### config.mk
export PLATFORM = sky130hd
export DESIGN_NAME = inst_encoder_loader_flat
export DESIGN_NICKNAME = d
export VERILOG_FILES = /design/src/rtl/inst_encoder_loader_pkg.sv /design/src/rtl/inst_encoder_loader_if.sv /design/src/rtl/inst_encoder_loader_sync_fifo.sv /design/src/rtl/inst_encoder_loader.sv /design/src/flat_wrapper.sv
export SDC_FILE = /design/constraint.sdc
export NUM_CORES = 1
export LEC_CHECK = 0
export ABC_AREA = 1
export ABC_CLOCK_PERIOD_IN_PS = 2400
export CAP_MARGIN = 20
export CORE_UTILIZATION = 48
export CTS_BUF_LIST = sky130_fd_sc_hd__clkbuf_4 sky130_fd_sc_hd__clkbuf_8 sky130_fd_sc_hd__clkbuf_16
export DETAILED_ROUTE_END_ITERATION = 10
export GPL_TIMING_DRIVEN = 0
export PLACE_DENSITY = 0.76
export SYNTH_ARGS = -nofsm -noshare
export SYNTH_HDL_FRONTEND = slang
export SYNTH_SLANG_ARGS = --single-unit
### constraint.sdc
create_clock -name clk -period 2.4 [get_ports clk]
set_input_delay 0.48 -clock clk [delete_from_list [all_inputs] [get_ports clk]]
set_output_delay 0.48 -clock clk [all_outputs]
set_load 0.05 [all_outputs]
### src/rtl/inst_encoder_loader_pkg.sv
// Shared MIPS opcode/funct values, internal INST_* codes and the record-to-word encoder.
// The decoder uses the same constants, so the two stay consistent.
package inst_encoder_loader_pkg;

  localparam logic [5:0] OPCODE_SPECIAL = 6'h00;
  localparam logic [5:0] OPCODE_J       = 6'h02;
  localparam logic [5:0] OPCODE_JAL     = 6'h03;
  localparam logic [5:0] OPCODE_BEQ     = 6'h04;
  localparam logic [5:0] OPCODE_ADDI    = 6'h08;
  localparam logic [5:0] OPCODE_ADDIU   = 6'h09;
  localparam logic [5:0] OPCODE_ORI     = 6'h0D;
  localparam logic [5:0] OPCODE_LUI     = 6'h0F;
  localparam logic [5:0] OPCODE_LB      = 6'h20;
  localparam logic [5:0] OPCODE_LW      = 6'h23;
  localparam logic [5:0] OPCODE_SB      = 6'h28;
  localparam logic [5:0] OPCODE_SW      = 6'h2B;
  localparam logic [5:0] OPCODE_HLT     = 6'h3F;

  localparam logic [5:0] FUNCT_JR   = 6'h08;
  localparam logic [5:0] FUNCT_ADDU = 6'h21;
  localparam logic [5:0] FUNCT_SUBU = 6'h23;
  localparam logic [5:0] FUNCT_SLT  = 6'h2A;

  typedef enum logic [5:0] {
    INST_NOP   = 6'd0,
    INST_ADDU  = 6'd1,
    INST_SUBU  = 6'd2,
    INST_SLT   = 6'd3,
    INST_JR    = 6'd4,
    INST_ORI   = 6'd5,
    INST_LW    = 6'd6,
    INST_SW    = 6'd7,
    INST_BEQ   = 6'd8,
    INST_ADDI  = 6'd9,
    INST_ADDIU = 6'd10,
    INST_LB    = 6'd11,
    INST_SB    = 6'd12,
    INST_LUI   = 6'd13,
    INST_J     = 6'd14,
    INST_JAL   = 6'd15,
    INST_HLT   = 6'd16
  } inst_e;

  typedef struct packed {
    logic [5:0]  inst;
    logic [4:0]  rs;
    logic [4:0]  rt;
    logic [4:0]  rd;
    logic [4:0]  shamt;
    logic [15:0] imm;
    logic [25:0] target;
  } rec_t;

  typedef struct packed {
    logic        known;
    logic [31:0] word;
  } enc_t;

  // shamt is carried in the record but never encoded: every supported R-type writes 0 there.
  function automatic enc_t encode(rec_t r);
    enc_t e;
    e.known = 1'b1;
    e.word  = '0;
    case (r.inst)
      INST_NOP:   e.word = '0;
      INST_ADDU:  e.word = {OPCODE_SPECIAL, r.rs, r.rt, r.rd, 5'd0, FUNCT_ADDU};
      INST_SUBU:  e.word = {OPCODE_SPECIAL, r.rs, r.rt, r.rd, 5'd0, FUNCT_SUBU};
      INST_SLT:   e.word = {OPCODE_SPECIAL, r.rs, r.rt, r.rd, 5'd0, FUNCT_SLT};
      INST_JR:    e.word = {OPCODE_SPECIAL, r.rs, 15'd0, FUNCT_JR};
      INST_ORI:   e.word = {OPCODE_ORI, r.rs, r.rt, r.imm};
      INST_LW:    e.word = {OPCODE_LW, r.rs, r.rt, r.imm};
      INST_SW:    e.word = {OPCODE_SW, r.rs, r.rt, r.imm};
      INST_BEQ:   e.word = {OPCODE_BEQ, r.rs, r.rt, r.imm};
      INST_ADDI:  e.word = {OPCODE_ADDI, r.rs, r.rt, r.imm};
      INST_ADDIU: e.word = {OPCODE_ADDIU, r.rs, r.rt, r.imm};
      INST_LB:    e.word = {OPCODE_LB, r.rs, r.rt, r.imm};
      INST_SB:    e.word = {OPCODE_SB, r.rs, r.rt, r.imm};
      INST_LUI:   e.word = {OPCODE_LUI, 5'd0, r.rt, r.imm};
      INST_J:     e.word = {OPCODE_J, r.target};
      INST_JAL:   e.word = {OPCODE_JAL, r.target};
      INST_HLT:   e.word = {OPCODE_HLT, 26'd0};
      default:    e.known = 1'b0;
    endcase
    return e;
  endfunction

endpackage

### src/rtl/inst_encoder_loader_if.sv
// Record input channel plus instruction-memory write port of the loader.
// master = record producer / memory side, slave = the loader itself.
interface inst_encoder_loader_if #(
  parameter int unsigned ADDR_W = 32
);
  logic              in_valid;
  logic              in_ready;
  logic [5:0]        in_inst;
  logic [4:0]        in_rs;
  logic [4:0]        in_rt;
  logic [4:0]        in_rd;
  logic [4:0]        in_shamt;
  logic [15:0]       in_imm;
  logic [25:0]       in_target;
  logic              imem_we;
  logic [ADDR_W-1:0] imem_addr;
  logic [31:0]       imem_wdata;
  logic              imem_ready;

  modport master (
    output in_valid, in_inst, in_rs, in_rt, in_rd, in_shamt, in_imm, in_target, imem_ready,
    input  in_ready, imem_we, imem_addr, imem_wdata
  );

  modport slave (
    input  in_valid, in_inst, in_rs, in_rt, in_rd, in_shamt, in_imm, in_target, imem_ready,
    output in_ready, imem_we, imem_addr, imem_wdata
  );
endinterface

### src/rtl/inst_encoder_loader_sync_fifo.sv
// Small synchronous FIFO with flush; flush wins over push and pop in the same cycle.
module inst_encoder_loader_sync_fifo #(
  parameter int unsigned WIDTH = 32,
  parameter int unsigned DEPTH = 4
) (
  input  logic             clk,
  input  logic             rst_n,
  input  logic             i_push,
  input  logic             i_pop,
  input  logic             i_flush,
  input  logic [WIDTH-1:0] i_wdata,
  output logic [WIDTH-1:0] o_rdata,
  output logic             o_full,
  output logic             o_empty
);
  localparam int unsigned PW = $clog2(DEPTH);

  logic [WIDTH-1:0] r_mem [DEPTH];
  logic [PW:0]      r_wptr;
  logic [PW:0]      r_rptr;
  logic             w_push;
  logic             w_pop;

  // Extra pointer bit distinguishes full from empty when the indices match.
  assign o_empty = (r_wptr == r_rptr);
  assign o_full  = (r_wptr[PW] != r_rptr[PW]) && (r_wptr[PW-1:0] == r_rptr[PW-1:0]);
  assign w_push  = i_push && !o_full && !i_flush;
  assign w_pop   = i_pop && !o_empty && !i_flush;
  assign o_rdata = r_mem[r_rptr[PW-1:0]];

  always_ff @(posedge clk or negedge rst_n) begin
    if (!rst_n) begin
      r_wptr <= '0;
      r_rptr <= '0;
    end else if (i_flush) begin
      r_wptr <= '0;
      r_rptr <= '0;
    end else begin
      if (w_push) r_wptr <= r_wptr + 1'b1;
      if (w_pop)  r_rptr <= r_rptr + 1'b1;
    end
  end

  always_ff @(posedge clk) begin
    if (w_push) r_mem[r_wptr[PW-1:0]] <= i_wdata;
  end
endmodule

### src/rtl/inst_encoder_loader.sv
// Encodes decoded instruction records into MIPS words and streams them into instruction
// memory at consecutive word addresses until an HLT word has been written.
module inst_encoder_loader
  import inst_encoder_loader_pkg::*;
#(
  parameter int unsigned       ADDR_W     = 32,
  parameter logic [ADDR_W-1:0] BASE_ADDR  = '0,
  parameter int unsigned       FIFO_DEPTH = 4
) (
  input  logic                 clk,
  input  logic                 rst_n,
  input  logic                 i_start,
  inst_encoder_loader_if.slave bus,
  output logic                 o_done,
  output logic [7:0]           o_err_cnt
);
  rec_t              w_rec;
  enc_t              w_enc;
  logic [31:0]       w_head;
  logic              w_full;
  logic              w_empty;
  logic              w_accept;
  logic              w_wr;
  logic              w_hlt_wr;
  logic              w_flush;
  logic              w_push;
  logic              r_run;
  logic              r_done;
  logic [ADDR_W-1:0] r_addr;
  logic [7:0]        r_err_cnt;

  assign w_rec = '{inst: bus.in_inst, rs: bus.in_rs, rt: bus.in_rt, rd: bus.in_rd,
                   shamt: bus.in_shamt, imm: bus.in_imm, target: bus.in_target};
  assign w_enc = encode(w_rec);

  // r_run keeps in_ready low while reset is asserted, even though the FIFO reads empty.
  assign bus.in_ready   = r_run && !w_full && !r_done && !i_start;
  assign bus.imem_we    = !w_empty;
  assign bus.imem_addr  = r_addr;
  assign bus.imem_wdata = w_empty ? 32'h0 : w_head;

  assign w_accept = bus.in_valid && bus.in_ready;
  assign w_wr     = bus.imem_we && bus.imem_ready;
  assign w_hlt_wr = w_wr && (w_head[31:26] == OPCODE_HLT);
  assign w_flush  = i_start || w_hlt_wr;
  assign w_push   = w_accept && w_enc.known;

  inst_encoder_loader_sync_fifo #(
    .WIDTH (32),
    .DEPTH (FIFO_DEPTH)
  ) u_fifo (
    .clk     (clk),
    .rst_n   (rst_n),
    .i_push  (w_push),
    .i_pop   (w_wr),
    .i_flush (w_flush),
    .i_wdata (w_enc.word),
    .o_rdata (w_head),
    .o_full  (w_full),
    .o_empty (w_empty)
  );

  always_ff @(posedge clk or negedge rst_n) begin
    if (!rst_n) begin
      r_run     <= 1'b0;
      r_done    <= 1'b0;
      r_addr    <= BASE_ADDR;
      r_err_cnt <= 8'd0;
    end else begin
      r_run <= 1'b1;
      if (i_start) begin
        r_done    <= 1'b0;
        r_addr    <= BASE_ADDR;
        r_err_cnt <= 8'd0;
      end else begin
        if (w_hlt_wr) r_done <= 1'b1;
        if (w_wr)     r_addr <= r_addr + ADDR_W'(4);
        if (w_accept && !w_enc.known && (r_err_cnt != 8'hFF)) r_err_cnt <= r_err_cnt + 8'd1;
      end
    end
  end

  assign o_done    = r_done;
  assign o_err_cnt = r_err_cnt;
endmodule

### src/flat_wrapper.sv
// flat-port wrapper written by rule: the top's interface ports become plain ports
module inst_encoder_loader_flat import inst_encoder_loader_pkg::*;
#(
  parameter int unsigned       ADDR_W     = 32,
  parameter logic [ADDR_W-1:0] BASE_ADDR  = '0,
  parameter int unsigned       FIFO_DEPTH = 4
)
  (clk, rst_n, i_start, o_done, o_err_cnt, bus_in_valid, bus_in_inst, bus_in_rs, bus_in_rt, bus_in_rd, bus_in_shamt, bus_in_imm, bus_in_target, bus_imem_ready, bus_in_ready, bus_imem_we, bus_imem_addr, bus_imem_wdata);
  inst_encoder_loader_if #(.ADDR_W(ADDR_W)) bus_i ();
  input  logic clk;
  input  logic rst_n;
  input  logic i_start;
  output logic o_done;
  output logic [7:0] o_err_cnt;
  input wire logic [$bits(bus_i.in_valid)-1:0] bus_in_valid;
  input wire logic [$bits(bus_i.in_inst)-1:0] bus_in_inst;
  input wire logic [$bits(bus_i.in_rs)-1:0] bus_in_rs;
  input wire logic [$bits(bus_i.in_rt)-1:0] bus_in_rt;
  input wire logic [$bits(bus_i.in_rd)-1:0] bus_in_rd;
  input wire logic [$bits(bus_i.in_shamt)-1:0] bus_in_shamt;
  input wire logic [$bits(bus_i.in_imm)-1:0] bus_in_imm;
  input wire logic [$bits(bus_i.in_target)-1:0] bus_in_target;
  input wire logic [$bits(bus_i.imem_ready)-1:0] bus_imem_ready;
  output wire logic [$bits(bus_i.in_ready)-1:0] bus_in_ready;
  output wire logic [$bits(bus_i.imem_we)-1:0] bus_imem_we;
  output wire logic [$bits(bus_i.imem_addr)-1:0] bus_imem_addr;
  output wire logic [$bits(bus_i.imem_wdata)-1:0] bus_imem_wdata;
  assign bus_i.in_valid = bus_in_valid;
  assign bus_i.in_inst = bus_in_inst;
  assign bus_i.in_rs = bus_in_rs;
  assign bus_i.in_rt = bus_in_rt;
  assign bus_i.in_rd = bus_in_rd;
  assign bus_i.in_shamt = bus_in_shamt;
  assign bus_i.in_imm = bus_in_imm;
  assign bus_i.in_target = bus_in_target;
  assign bus_i.imem_ready = bus_imem_ready;
  assign bus_in_ready = bus_i.in_ready;
  assign bus_imem_we = bus_i.imem_we;
  assign bus_imem_addr = bus_i.imem_addr;
  assign bus_imem_wdata = bus_i.imem_wdata;
  inst_encoder_loader #(.ADDR_W(ADDR_W), .BASE_ADDR(BASE_ADDR), .FIFO_DEPTH(FIFO_DEPTH)) u_core (.clk(clk), .rst_n(rst_n), .i_start(i_start), .bus(bus_i), .o_done(o_done), .o_err_cnt(o_err_cnt));
endmodule
## After elaboration in Yosys (flattened, before gate mapping)

Memory sizes are Yosys's and may differ from the RTL's.
Cells that the tools add are included.

| cells by class | value |
|---|---|
| add/subtract/negate cells | 4 |
| multipliers | 0 |
| div/mod/pow operators | 0 |
| order comparisons | 0 |
| eq/ne operators | 21 |
| shift operators | 0 |
| mux-type cells | 15 |
| bitwise logic cells | 0 |
| reduce and logical (&&, ||, !) cells | 28 |

Operators with widths:

| kind | number |
|---|---|
| 32-bit one-hot mux with 16 select lines | 1 |
| 32-bit 2-to-1 mux | 3 |
| 6-bit by 4-bit == test with 1-bit output, second input constant | 8 |
| 32-bit by 3-bit adder with 32-bit output, second input constant | 1 |
| 6-bit by 3-bit == test with 1-bit output, second input constant | 4 |
| 17-bit OR reduction | 1 |
| 8-bit 2-to-1 mux | 2 |
| 1-bit logical AND | 14 |
| 6-bit by 2-bit == test with 1-bit output, second input constant | 2 |
| 3-bit 2-to-1 mux | 4 |
| 2-bit nonzero test | 5 |
| 8-bit by 1-bit adder with 8-bit output, second input constant | 1 |
| 8-bit inequality test, second input constant | 1 |
| 3-bit by 1-bit adder with 3-bit output, second input constant | 2 |
| 6-bit by 1-bit == test with 1-bit output, second input constant | 1 |
| 6-bit by 5-bit == test with 1-bit output, second input constant | 1 |
| 6-bit == test, second input constant | 1 |
| 1-bit logical NOT | 6 |
| 6-bit logical NOT | 1 |
| 1-bit 2-to-1 mux | 5 |
| 3-bit == test | 1 |
| 2-bit == test | 1 |
| 1-bit logical OR | 1 |
| 1-bit inequality test | 1 |

| word-level totals | value |
|---|---|
| bits in registers | 48 |
| latch bits | 0 |
| memory bits (writable) | 128 |
| bits in read-only memories | 0 |
| bits of input ports | 73 |
| output and inout port bits | 75 |
| word-level logic and storage cells | 75 |
| memories kept | 1 |

Memory list:

| memory | depth | bits a word | read ports | clocked after Yosys merged registers in | wr ports | line | text |
|---|---|---|---|---|---|---|---|
| u_core.u_fifo.r_mem | 4 | 32 | 1 | 0 | 1 | inst_encoder_loader_sync_fifo.sv:18 | `logic [WIDTH-1:0] r_mem [DEPTH];` |

## Depth between registers and ports, before layout

| logic depth | value |
|---|---|
| depth after elaboration | 12 |
| mapped depth | 13 |
| mapped depth without buffers | 11 |

## By module

Synthesis repeated with hierarchy kept, for this count alone.

| second synthesis, totals | value |
|---|---|
| cell total of the unflattened synthesis | 913 |
| area total of the unflattened synthesis | 8,528.2 sq um |

By module, submodules not included:

| module | instances | cells each | area an instance (sq um) | seq. area each (sq um) |
|---|---|---|---|---|
| inst_encoder_loader_sync_fifo | 1 | 372 | 5,200.0 | 3,993.8 |
| inst_encoder_loader | 1 | 541 | 3,328.2 | 1,001.0 |

## Worst setup path before layout

Ideal clock, no wire load.

| path | value |
|---|---|
| path kind | input to register |
| start | in bus_in_inst[3] |
| end | mem u_core.u_fifo.r_mem[0][0] (enable) |
| setup time | 0.396 ns |
| arrival time | 2.312 ns |
| setup slack | -0.307 ns |
| cell stages on the path | 9 |
| path through | nor2_1 nand3_1 nand3_2 inv_1 nand2_1 nor2_4 nor2_4 nand2_4 nor2_2 |

| on the way | value |
|---|---|
| longest elaborated chain between the ends | 8 |
| elaborated cells on any way between the ends | 24 |
| those cells by class | eq/ne (16); mux (3); reduce/logical (5) |

RTL lines:

| item | line | text |
|---|---|---|
| start: declaration | flat_wrapper.sv:16 | `input wire logic [$bits(bus_i.in_inst)-1:0] bus_in_inst;` |
| 6-bit by 1-bit == test with 1-bit output (tied with other cells) | inst_encoder_loader_pkg.sv:64 | `case (r.inst)` |
| 17-bit OR reduction (no line) (*) | -- |  |
| 1-bit 2-to-1 mux (*) | inst_encoder_loader_pkg.sv:64 |  |
| 1-bit logical AND (*) | inst_encoder_loader.sv:46 | `assign w_push = w_accept && w_enc.known;` |
| 1-bit logical AND (*) (2 in a row) | inst_encoder_loader_sync_fifo.sv:27 | `assign w_push = i_push && !o_full && !i_flush;` |
| 1-bit 2-to-1 mux (*) | inst_encoder_loader_sync_fifo.sv:45 | `if (w_push) r_mem[r_wptr[PW-1:0]] <= i_wdata;` |
| 1-bit 2-to-1 mux (not written as such) (*) | inst_encoder_loader_sync_fifo.sv:45 |  |
| end: declaration | inst_encoder_loader_sync_fifo.sv:18 |  |

Mark *: on every way between the ends. The rest lies on a longest branch, timed or not.

## Final worst setup path

| path | value |
|---|---|
| start | reg u_core.u_fifo.r_rptr[0] |
| end | out bus_imem_wdata[2] |

| on the way | value |
|---|---|
| longest elaborated chain between the ends | 2 |
| elaborated cells on any way between the ends | 3 |
| those cells by class | eq/ne (1); mux (1); memory (1) |

RTL lines:

| item | line | text |
|---|---|---|
| start: declaration | inst_encoder_loader_sync_fifo.sv:20 | `logic [PW:0] r_rptr;` |
| start signal: assignment | inst_encoder_loader_sync_fifo.sv:40 | `if (w_pop) r_rptr <= r_rptr + 1'b1;` |
| memory 4 x 32 bit / 3-bit == test (equally long branches) | -- |  |
| 32-bit 2-to-1 mux (*) | inst_encoder_loader.sv:40 | `assign bus.imem_wdata = w_empty ? 32'h0 : w_head;` |
| end: declaration | flat_wrapper.sv:27 | `output wire logic [$bits(bus_i.imem_wdata)-1:0] bus_imem_wdata;` |

Marks and branches as above.

==> run_results.csv <==
group,metric,value,unit
drt,vias,7884,
timing,maxSlewViolCount,0,
layout,drive_gt1_frac,0.203,
timing,fin_crit,2470,ps
drt,wl_per_cell,18.2,um
setup_path,critPathMaxFanout,7,
power_and_ir_drop,power.density,922,nW/um2
outcome,violations,"setup timing",
global_routing,grt_usage,0.276,
global_routing,grt_pass1_wl,38900,um
layout,final_cell_mix,"nand2_1 (231), edfxtp_1 (128), inv_1 (102), clkdlybuf4s50_1 (98), nor2_1 (94)",
drt,drtIter0Drc,902,
placement,port-buffer-count,139,
setup_path,crit_type,"reg2out",
drt,viasPerCell,5.56,
global_routing,grt_max_degree,30,
global_routing,antenna_found_initial,0,
yosys,synth_cells,978,
drt,wl,25800,um
power_and_ir_drop,leakagePower,5.15,nW
floorplan,start_util,0.489,
placement,placed_area,10600,um2
yosys,ys_seq_area_frac,0.571,
cts,cts_inserted_buffers,17,
yosys,ys.flop_type,"edfxtp_1",
timing,clock_skew,8.69,ps
yosys,synthArstFlopShare,0.264,
timing,setup_slack,-70.4,ps
cts,insertion_delay,440,ps
yosys,synth_seq_cells,174,
yosys,netlist_area,8750,um2
timing,finalSetupViolations,17,
power_and_ir_drop,peakVddDrop,0.735,mV
placement,dp_hpwl,16200,um
timing,slew_headroom,0.646,
floorplan,die_area,18800,um2
placement,dp_slack,-977,ps
layout,design_area,12200,um2
global_routing,grt.overflow.total,0,
cts,h-tree-depth,4,
setup_path,crit_arrival,1990,ps
cts,cts.sinks,174,
floorplan,io_pins,148,
setup_path,cp-end-kind,"output pin",
timing,hold_viol,0,
cts,clk_pin_slew,70,ps
outcome,status,"finished, violations left",
cts,root_buffer,"clkbuf_16",
setup_path,critPathMaxStageDelay,470,ps
layout,layout_commonest_cell,"nand2_1",
setup_path,critPathBufInv,6,
floorplan,core_region_area,17900,um2
setup_path,cp_top_family,"buffers and inverters",
layout,fin_cells,1419,
timing,rsz0062_at_grt,"true",
drt,drc,0,
cts,cts_tree,"yes",
drt,ant_nets,0,
hold_path,hold_class,"in2reg",
job,max_cap_viol_count,0,
setup_path,path_cells,"inv_2 -> buf_8 -> buf_12 -> clkbuf_16 -> nor2_4 -> o22ai_2 -> nand2_1 -> inv_2 -> buf_8",
placement,place_congestion,0.936,
drt,dr.pass1.iters,5,
timing,timing.final.crit_share,1.03,
floorplan,die-height,137,um
placement,place_inst,1352,
yosys,synth_cell_types,39,
yosys,yosysWarningCount,0,
yosys,syn_avg_cell_area,8.95,um2
floorplan,die_x,137,um
setup_path,required,1920,ps
setup_path,worst_setup_path_start_kind,"flip-flop",
layout,n_antenna_cell,0,
layout,final_nets,1257,
cts,clock_path_buffers,2,
timing,tightest_slew,530,ps
timing,fmax,0.405,GHz
setup_path,crit_slowest_cell,"dfrtp_2",
floorplan,row_count,49,
yosys,synth_edf_count,128,
global_routing,grt_pass1_vias,7635,
layout,area_growth,39.0,%
==> metrics by stage <==
step	hold WS [ps]	util	power (mW)	TNS, ps
floorplan	184	-	5.85	-39310
global placement	515	0.583	7.12	-284630
detailed placement	439	0.591	7.16	-145610
CTS	373	0.665	10.7	-260
global route	379	0.679	11.6	-1870
finish	373	0.679	11.2	-496
==> layer usage <==
metal	track usage	wire length (um)	vias up
met4	0.112	715	0
met5	0	0	-
met2	0.467	13000	422
met1	0.351	10200	3739
met3	0.0489	1900	69
li1	-	-	3654
==> sequential cells by signal, summed over array words and instances, names as in the netlist <==
| signal | flops |
|---|---|
| u_core.u_fifo.r_wptr | 3 |
| u_core.bus.imem_addr | 30 |
| u_core.u_fifo.r_rptr | 3 |
| u_core.u_fifo.r_mem | 128 |
| u_core.r_run | 1 |
| u_core.o_done | 1 |
| u_core.o_err_cnt | 8 |
==> layout make-up <==
| cell class | count | area (um2) |
|---|---|---|
| Buffer | 39 | 457 |
| Clock buffer | 17 | 425 |
| Clock inverter | 15 | 189 |
| Fill cell | 1297 | 5740 |
| Inverter | 127 | 487 |
| Multi-Input combinational cell | 639 | 3310 |
| Sequential cell | 174 | 5000 |
| Tap cell | 229 | 287 |
| Timing Repair Buffer | 179 | 2010 |
==> worst reg2reg max path, delay by kind of cell, from the launching register on <==
family | cells | cell delay, ps
simple gates | 7 | 630
compound gates | 1 | 170
buf+inv | 5 | 760
flops | 1 | 470
==> cell usage after synthesis (5+ instances only) <==
cell,n,area (um2)
nand2_1,235,882
edfxtp_1,128,3840
inv_1,119,447
nor2_1,110,413
o21ai_0,78,390
nand3_1,76,380
dfrtp_1,46,1150
o22ai_1,26,163
nand4_1,24,150
clkbuf_1,16,60.1
nor3_1,16,80.1
a21oi_1,11,55.1
nor2_2,9,56.3
buf_2,8,40.0
a22o_1,7,61.3
ha_1,7,87.6
xor2_1,7,61.3
buf_1,6,22.5
inv_2,6,22.5
buf_4,5,37.5
nand3_2,5,50.1
nor2_4,5,56.3
==> cells by family (layout without fill, tap and decap cells) <==
group	after synthesis	after routing	share of synthesized area
compound gates	130	130	0.0833
xor+xnor	7	7	0.00700
fa+ha+maj	7	7	0.0100
buf+inv	166	377	0.0788
flops	174	174	0.571
other cells	2	3	0.000858
simple gates	492	492	0.249
==> final timing paths <==
path,startpoint,end,slack [ps],cells after the start
max,u_core.u_fifo.r_rptr[0],bus_imem_wdata[2],-70,9
min reg2reg,u_core.o_done,u_core.o_done,560,2
max reg2reg,u_core.u_fifo.r_rptr[0],u_core.u_fifo.r_mem[0][12],90,13
min,i_start,u_core.bus.imem_addr[19],370,2
max in group asynchronous,rst_n,u_core.u_fifo.r_wptr[0],1370,3
min in group asynchronous,rst_n,u_core.bus.imem_addr[13],510,2
==> power by group <==
| part | internal, mW | leakage (nW) | switching, mW |
|---|---|---|---|
| clock network | 1.51 | 0.298 | 1.33 |
| registers | 3.27 | 1.82 | 0.0447 |
| logic | 1.98 | 3.04 | 3.09 |
| total | 6.76 | 5.15 | 4.46 |
==> what timing repair did <==
action                                  in CTS  in global routing
resized for setup                          335                 81
endpoints found under the setup margin     161                172
hold endpoints to repair                    17                  0
hold buffers                                 1                  0
pin swaps                                   26                 37
buffers inserted                            20                  6
cloned                                       7                  2
(Power assumes the default switching activity.)
==> edit 1: new RTL, config.mk and constraints unchanged <==
`ADDR_W` is set to 32 in 3 places; all go to 48.
--- a/src/rtl/inst_encoder_loader_if.sv
+++ b/src/rtl/inst_encoder_loader_if.sv
@@ -3,3 +3,3 @@
 interface inst_encoder_loader_if #(
-  parameter int unsigned ADDR_W = 32
+  parameter int unsigned ADDR_W = 48
 );
--- a/src/rtl/inst_encoder_loader.sv
+++ b/src/rtl/inst_encoder_loader.sv
@@ -5,3 +5,3 @@
 #(
-  parameter int unsigned       ADDR_W     = 32,
+  parameter int unsigned       ADDR_W     = 48,
   parameter logic [ADDR_W-1:0] BASE_ADDR  = '0,
--- a/src/flat_wrapper.sv
+++ b/src/flat_wrapper.sv
@@ -3,3 +3,3 @@
 #(
-  parameter int unsigned       ADDR_W     = 32,
+  parameter int unsigned       ADDR_W     = 48,
   parameter logic [ADDR_W-1:0] BASE_ADDR  = '0,
Ports: changed (resized bus_imem_addr); port bits go from 148 to 164. No check against the original RTL was run, so the function may have changed too.
==> edit 1 against the original RTL <==
Wire length grew 22%; worst setup slack lost 0.029 ns; the run still ends with setup timing left; sequential cell count increased by 16; count of clock-buffer cells in the layout unchanged; cell area is 12% higher; worst hold slack worse by 0.25 ns; largest cell class unchanged; total power increased by 4.3%; area after synthesis rose by 12%; sequential power is 7.5% higher.
==> edit 1: results (changes against the original RTL) <==
number of gates resized after cts 316 (was 335); first-pass iteration count of the detailed router 6 (was 5); worst vdd rail ir drop 791 uV (was 735 uV); Max FO, Critical Path 6 (was 7); signal buffers share of area 20.5% (was 20.3%); run status complete, but fails checks (unchanged); worst clock skew on the final layout 0.0122 ns (was 0.00869 ns); multi-input logic area 0.00397 mm2 (was 0.00331 mm2); DR vias 9314 (was 7884); headroom to the max-slew limit 40.3% (was 64.6%); number of buffers inserted by port buffering 155 (was 139); Setup WS post-layout -0.0995 ns (was -0.0704 ns); Finish-stage setup viols 148 (was 17); worst min-delay path class input port to async pin (was input port to register); total negative slack -6.56 ns (was -0.496 ns); power in the clock group 3.03 mW (was 2.83 mW); largest net degree at the start of global routing 63 (was 30); area taken by flip-flops and latches 0.00540 mm2 (was 0.00500 mm2); Iter 0 DRT Violations 1006 (was 902); Non-clk invs 123 (was 127); gr usage total 27.7% (was 27.6%); Synth Area in XOR/XNOR 1.16% (was 0.700%); worst slack at placement -0.838 ns (was -0.977 ns); sequential area share after synthesis 54.8% (was 57.1%); WL final 31.5 mm (was 25.8 mm); number of global-route vias before repair 8545 (was 7635); detailed placer's ending HPWL 19.5 mm (was 16.2 mm); number of nets in the layout 1457 (was 1257); global-route wire length before repair 44.7 mm (was 38.9 mm); dominant cells by area after synthesis sky130_fd_sc_hd__edfxtp_1 (39%), sky130_fd_sc_hd__dfrtp_1 (16%), sky130_fd_sc_hd__nand2_1 (12%), sky130_fd_sc_hd__nor2_1 (6.0%), sky130_fd_sc_hd__inv_1 (4.1%) (was sky130_fd_sc_hd__edfxtp_1 (44%), sky130_fd_sc_hd__dfrtp_1 (13%), sky130_fd_sc_hd__nand2_1 (10%), sky130_fd_sc_hd__inv_1 (5.1%), sky130_fd_sc_hd__nor2_1 (4.7%)); list of most frequent post-synthesis cells sky130_fd_sc_hd__nand2_1 (317), sky130_fd_sc_hd__nor2_1 (158), sky130_fd_sc_hd__edfxtp_1 (128) (was sky130_fd_sc_hd__nand2_1 (235), sky130_fd_sc_hd__edfxtp_1 (128), sky130_fd_sc_hd__inv_1 (119)); terminus of the critical flop-to-flop path u_core.u_fifo.r_mem[1][22] (was u_core.u_fifo.r_mem[0][12]); async set-or-reset flop fraction in the synthesized netlist 32.6% (was 26.4%); reg-to-reg slack, setup -0.09 ns (was 0.09 ns); cells on worst reg2reg path 16 (was 13); violations in the final reports setup timing (unchanged); share of the final layout cell area in multi-input gates 29.2% (was 27.2%)
## edit 1: metal layers
metal  wire length, um  GRT usage [%]  vias to the layer above
met5                 0              0                        -
met4              1190           11.8                        0
met3              2500           4.15                       98
met2             15400           46.4                      497
met1             12500           35.7                     4443
li1                  -              -                     4276
## edit 1: logic make-up after synthesis
| kind of cell | Yosys count |
|---|---|
| compound gates | 145 |
| xor+xnor | 13 |
| fa+ha+maj | 7 |
| buf+inv | 167 |
| flops | 190 |
| other cells | 2 |
| simple gates | 628 |
## edit 1: worst min-delay path by stage
stage | to | slack [ns]
finish | u_core.bus.imem_addr[31] | 0.12
global route | u_core.bus.imem_addr[47] | 0.18
CTS | u_core.bus.imem_addr[31] | 0.15
detailed placement | u_core.o_err_cnt[7] | 0.53
global placement | u_core.o_err_cnt[7] | 0.51
floorplan | u_core.bus.imem_addr[10] | 0.18
==> edit 2: new RTL, config.mk and constraints unchanged <==
Without the edit above. Make the reset (`rst_n`) synchronous in 2 clocked blocks.
--- a/src/rtl/inst_encoder_loader_sync_fifo.sv
+++ b/src/rtl/inst_encoder_loader_sync_fifo.sv
@@ -30,3 +30,3 @@
 
-  always_ff @(posedge clk or negedge rst_n) begin
+  always_ff @(posedge clk) begin
     if (!rst_n) begin
--- a/src/rtl/inst_encoder_loader.sv
+++ b/src/rtl/inst_encoder_loader.sv
@@ -62,3 +62,3 @@
 
-  always_ff @(posedge clk or negedge rst_n) begin
+  always_ff @(posedge clk) begin
     if (!rst_n) begin
Formal check against the unedited RTL: differs if rst_n is asserted again (counterexample within 4 cycles, from zero or initial values and one cycle with rst_n low); with rst_n held inactive, the same outputs for 4 cycles.
==> edit 2 against the original RTL <==
Worst setup slack better by 0.16 ns; critical path depth rose by 3; area after synthesis is 4.6% lower; synthesized cell count shrank 5.3%; count of clock-buffer cells in the layout did not move; final cell count decreased by 6.0%; sequential cell count increased by 2; register-to-register slack better by 0.09 ns; wire length shrank 17%; clock skew is 0.0085 ns higher; cell area decreased by 9.8%; critical path type is now input port to register; largest cell class unchanged.
Power is not compared: it rests on default switching activity, and its combinational part moved more than twofold at a synthesized area within 25%.
==> edit 2: results (changes against the original RTL) <==
worst clock skew on the final layout 0.0171 ns (was 0.00869 ns); Iter 0 DRT Violations 599 (was 902); GP Congestion 0.882 (was 0.936); number of global-route vias before repair 6672 (was 7635); initial antenna violation count 2 (was 0); crit path launch bus_in_inst[0] (was u_core.u_fifo.r_rptr[0]); Max FO, Critical Path 14 (was 7); Placed Area 0.0101 mm2 (was 0.0106 mm2); DR vias 7011 (was 7884); async set-or-reset flop fraction in the synthesized netlist 0% (was 26.4%); reg-to-reg slack, setup 0.18 ns (was 0.09 ns); dominant cells by area after synthesis sky130_fd_sc_hd__edfxtp_1 (46%), sky130_fd_sc_hd__dfxtp_1 (12%), sky130_fd_sc_hd__nand2_1 (9.6%), sky130_fd_sc_hd__nor2_1 (5.3%), sky130_fd_sc_hd__o21ai_0 (4.7%) (was sky130_fd_sc_hd__edfxtp_1 (44%), sky130_fd_sc_hd__dfrtp_1 (13%), sky130_fd_sc_hd__nand2_1 (10%), sky130_fd_sc_hd__inv_1 (5.1%), sky130_fd_sc_hd__nor2_1 (4.7%)); synth unique cells 43 (was 39); WL final 21.4 mm (was 25.8 mm); cells on worst reg2reg path 12 (was 13); number of fill cells in the layout 1345 (was 1297); largest net degree at the start of global routing 28 (was 30); origin of the critical flop-to-flop path u_core.u_fifo.r_wptr[1] (was u_core.u_fifo.r_rptr[0]); number of nets in the layout 1179 (was 1257); list of most frequent post-synthesis cells sky130_fd_sc_hd__nand2_1 (214), sky130_fd_sc_hd__edfxtp_1 (128), sky130_fd_sc_hd__nor2_1 (118) (was sky130_fd_sc_hd__nand2_1 (235), sky130_fd_sc_hd__edfxtp_1 (128), sky130_fd_sc_hd__inv_1 (119)); number of gates resized after cts 239 (was 335); number of buffers inserted by port buffering 140 (was 139); slew at the pin closest to its max-slew limit 0.561 ns (was 0.530 ns); worst-path cell with the longest stage delay sky130_fd_sc_hd__dlygate4sd2_1 (was sky130_fd_sc_hd__dfrtp_2); sequential area share after synthesis 57.5% (was 57.1%); run status finished clean (was complete, but fails checks); slowest stage delay, CP 0.38 ns (was 0.47 ns); total setup buffers inserted after CTS 6 (was 20); Setup crit end kind register (was output port); terminus of the critical flop-to-flop path u_core.u_fifo.r_mem[2][19] (was u_core.u_fifo.r_mem[0][12]); layout cell share with drive strength beyond 1 14.0% (was 20.3%); Cell Count Post-Placement 1291 (was 1352)
## edit 2: cells by family after synthesis
group                    synth area share [%]
other                                  0.0449
adder cells (fa/ha/maj)                  1.05
AND/OR/NAND/NOR                          22.4
flip-flops                               57.5
buffers and inverters                    6.83
XOR/XNOR                                 1.45
AO/OA/AOI/OAI                            10.7
## edit 2: area by class of cell
type	count	area [um2]	share of cell area, %
Timing Repair Buffer	155	1540	14.0
Multi-Input combinational cell	608	3050	27.7
Buffer	32	275	2.51
Inverter	109	414	3.77
Sequential cell	176	4810	43.8
Tap cell	220	275	2.51
Clock buffer	17	425	3.88
Clock inverter	15	183	1.66
Antenna cell	2	5.00	0.0456
## edit 2: metal layers
layer  routed length (um)  GRT usage (%)  up-vias  part of all wire (%)
met5                    0              0        -                     0
met4                  394           9.60        0                   1.8
met3                 1400           5.67       24                   6.5
met2                10800           42.5      256                    50
met1                 8830           30.0     3284                    41
li1                     -              -     3447                     -
## edit 2: worst max-delay path: cells and delay by family
family	cells	cell delay (ns)
buf+inv	4	0.91
simple gates	8	1.05
## edit 2: report_power, final
group          leakage [nW]  internal, mW  switching, mW
Clock                 0.300          1.51           1.32
Combinational          2.52         0.150          0.178
Sequential             1.52          3.26        0.00231
Total                  4.34          4.92           1.50
## edit 2: how the worst min path moves through the flow
stage,startpoint,endpoint,slack (ns),depth (start not counted)
after floorplan,u_core.u_fifo.r_rptr[1],register,0.47,2
after CTS,u_core.o_done,u_core.o_done,0.48,2
after global placement,u_core.o_done,u_core.o_done,0.46,2
final,u_core.o_done,u_core.o_done,0.47,2
after global routing,u_core.o_done,u_core.o_done,0.50,2
after detailed placement,u_core.o_done,u_core.o_done,0.46,2
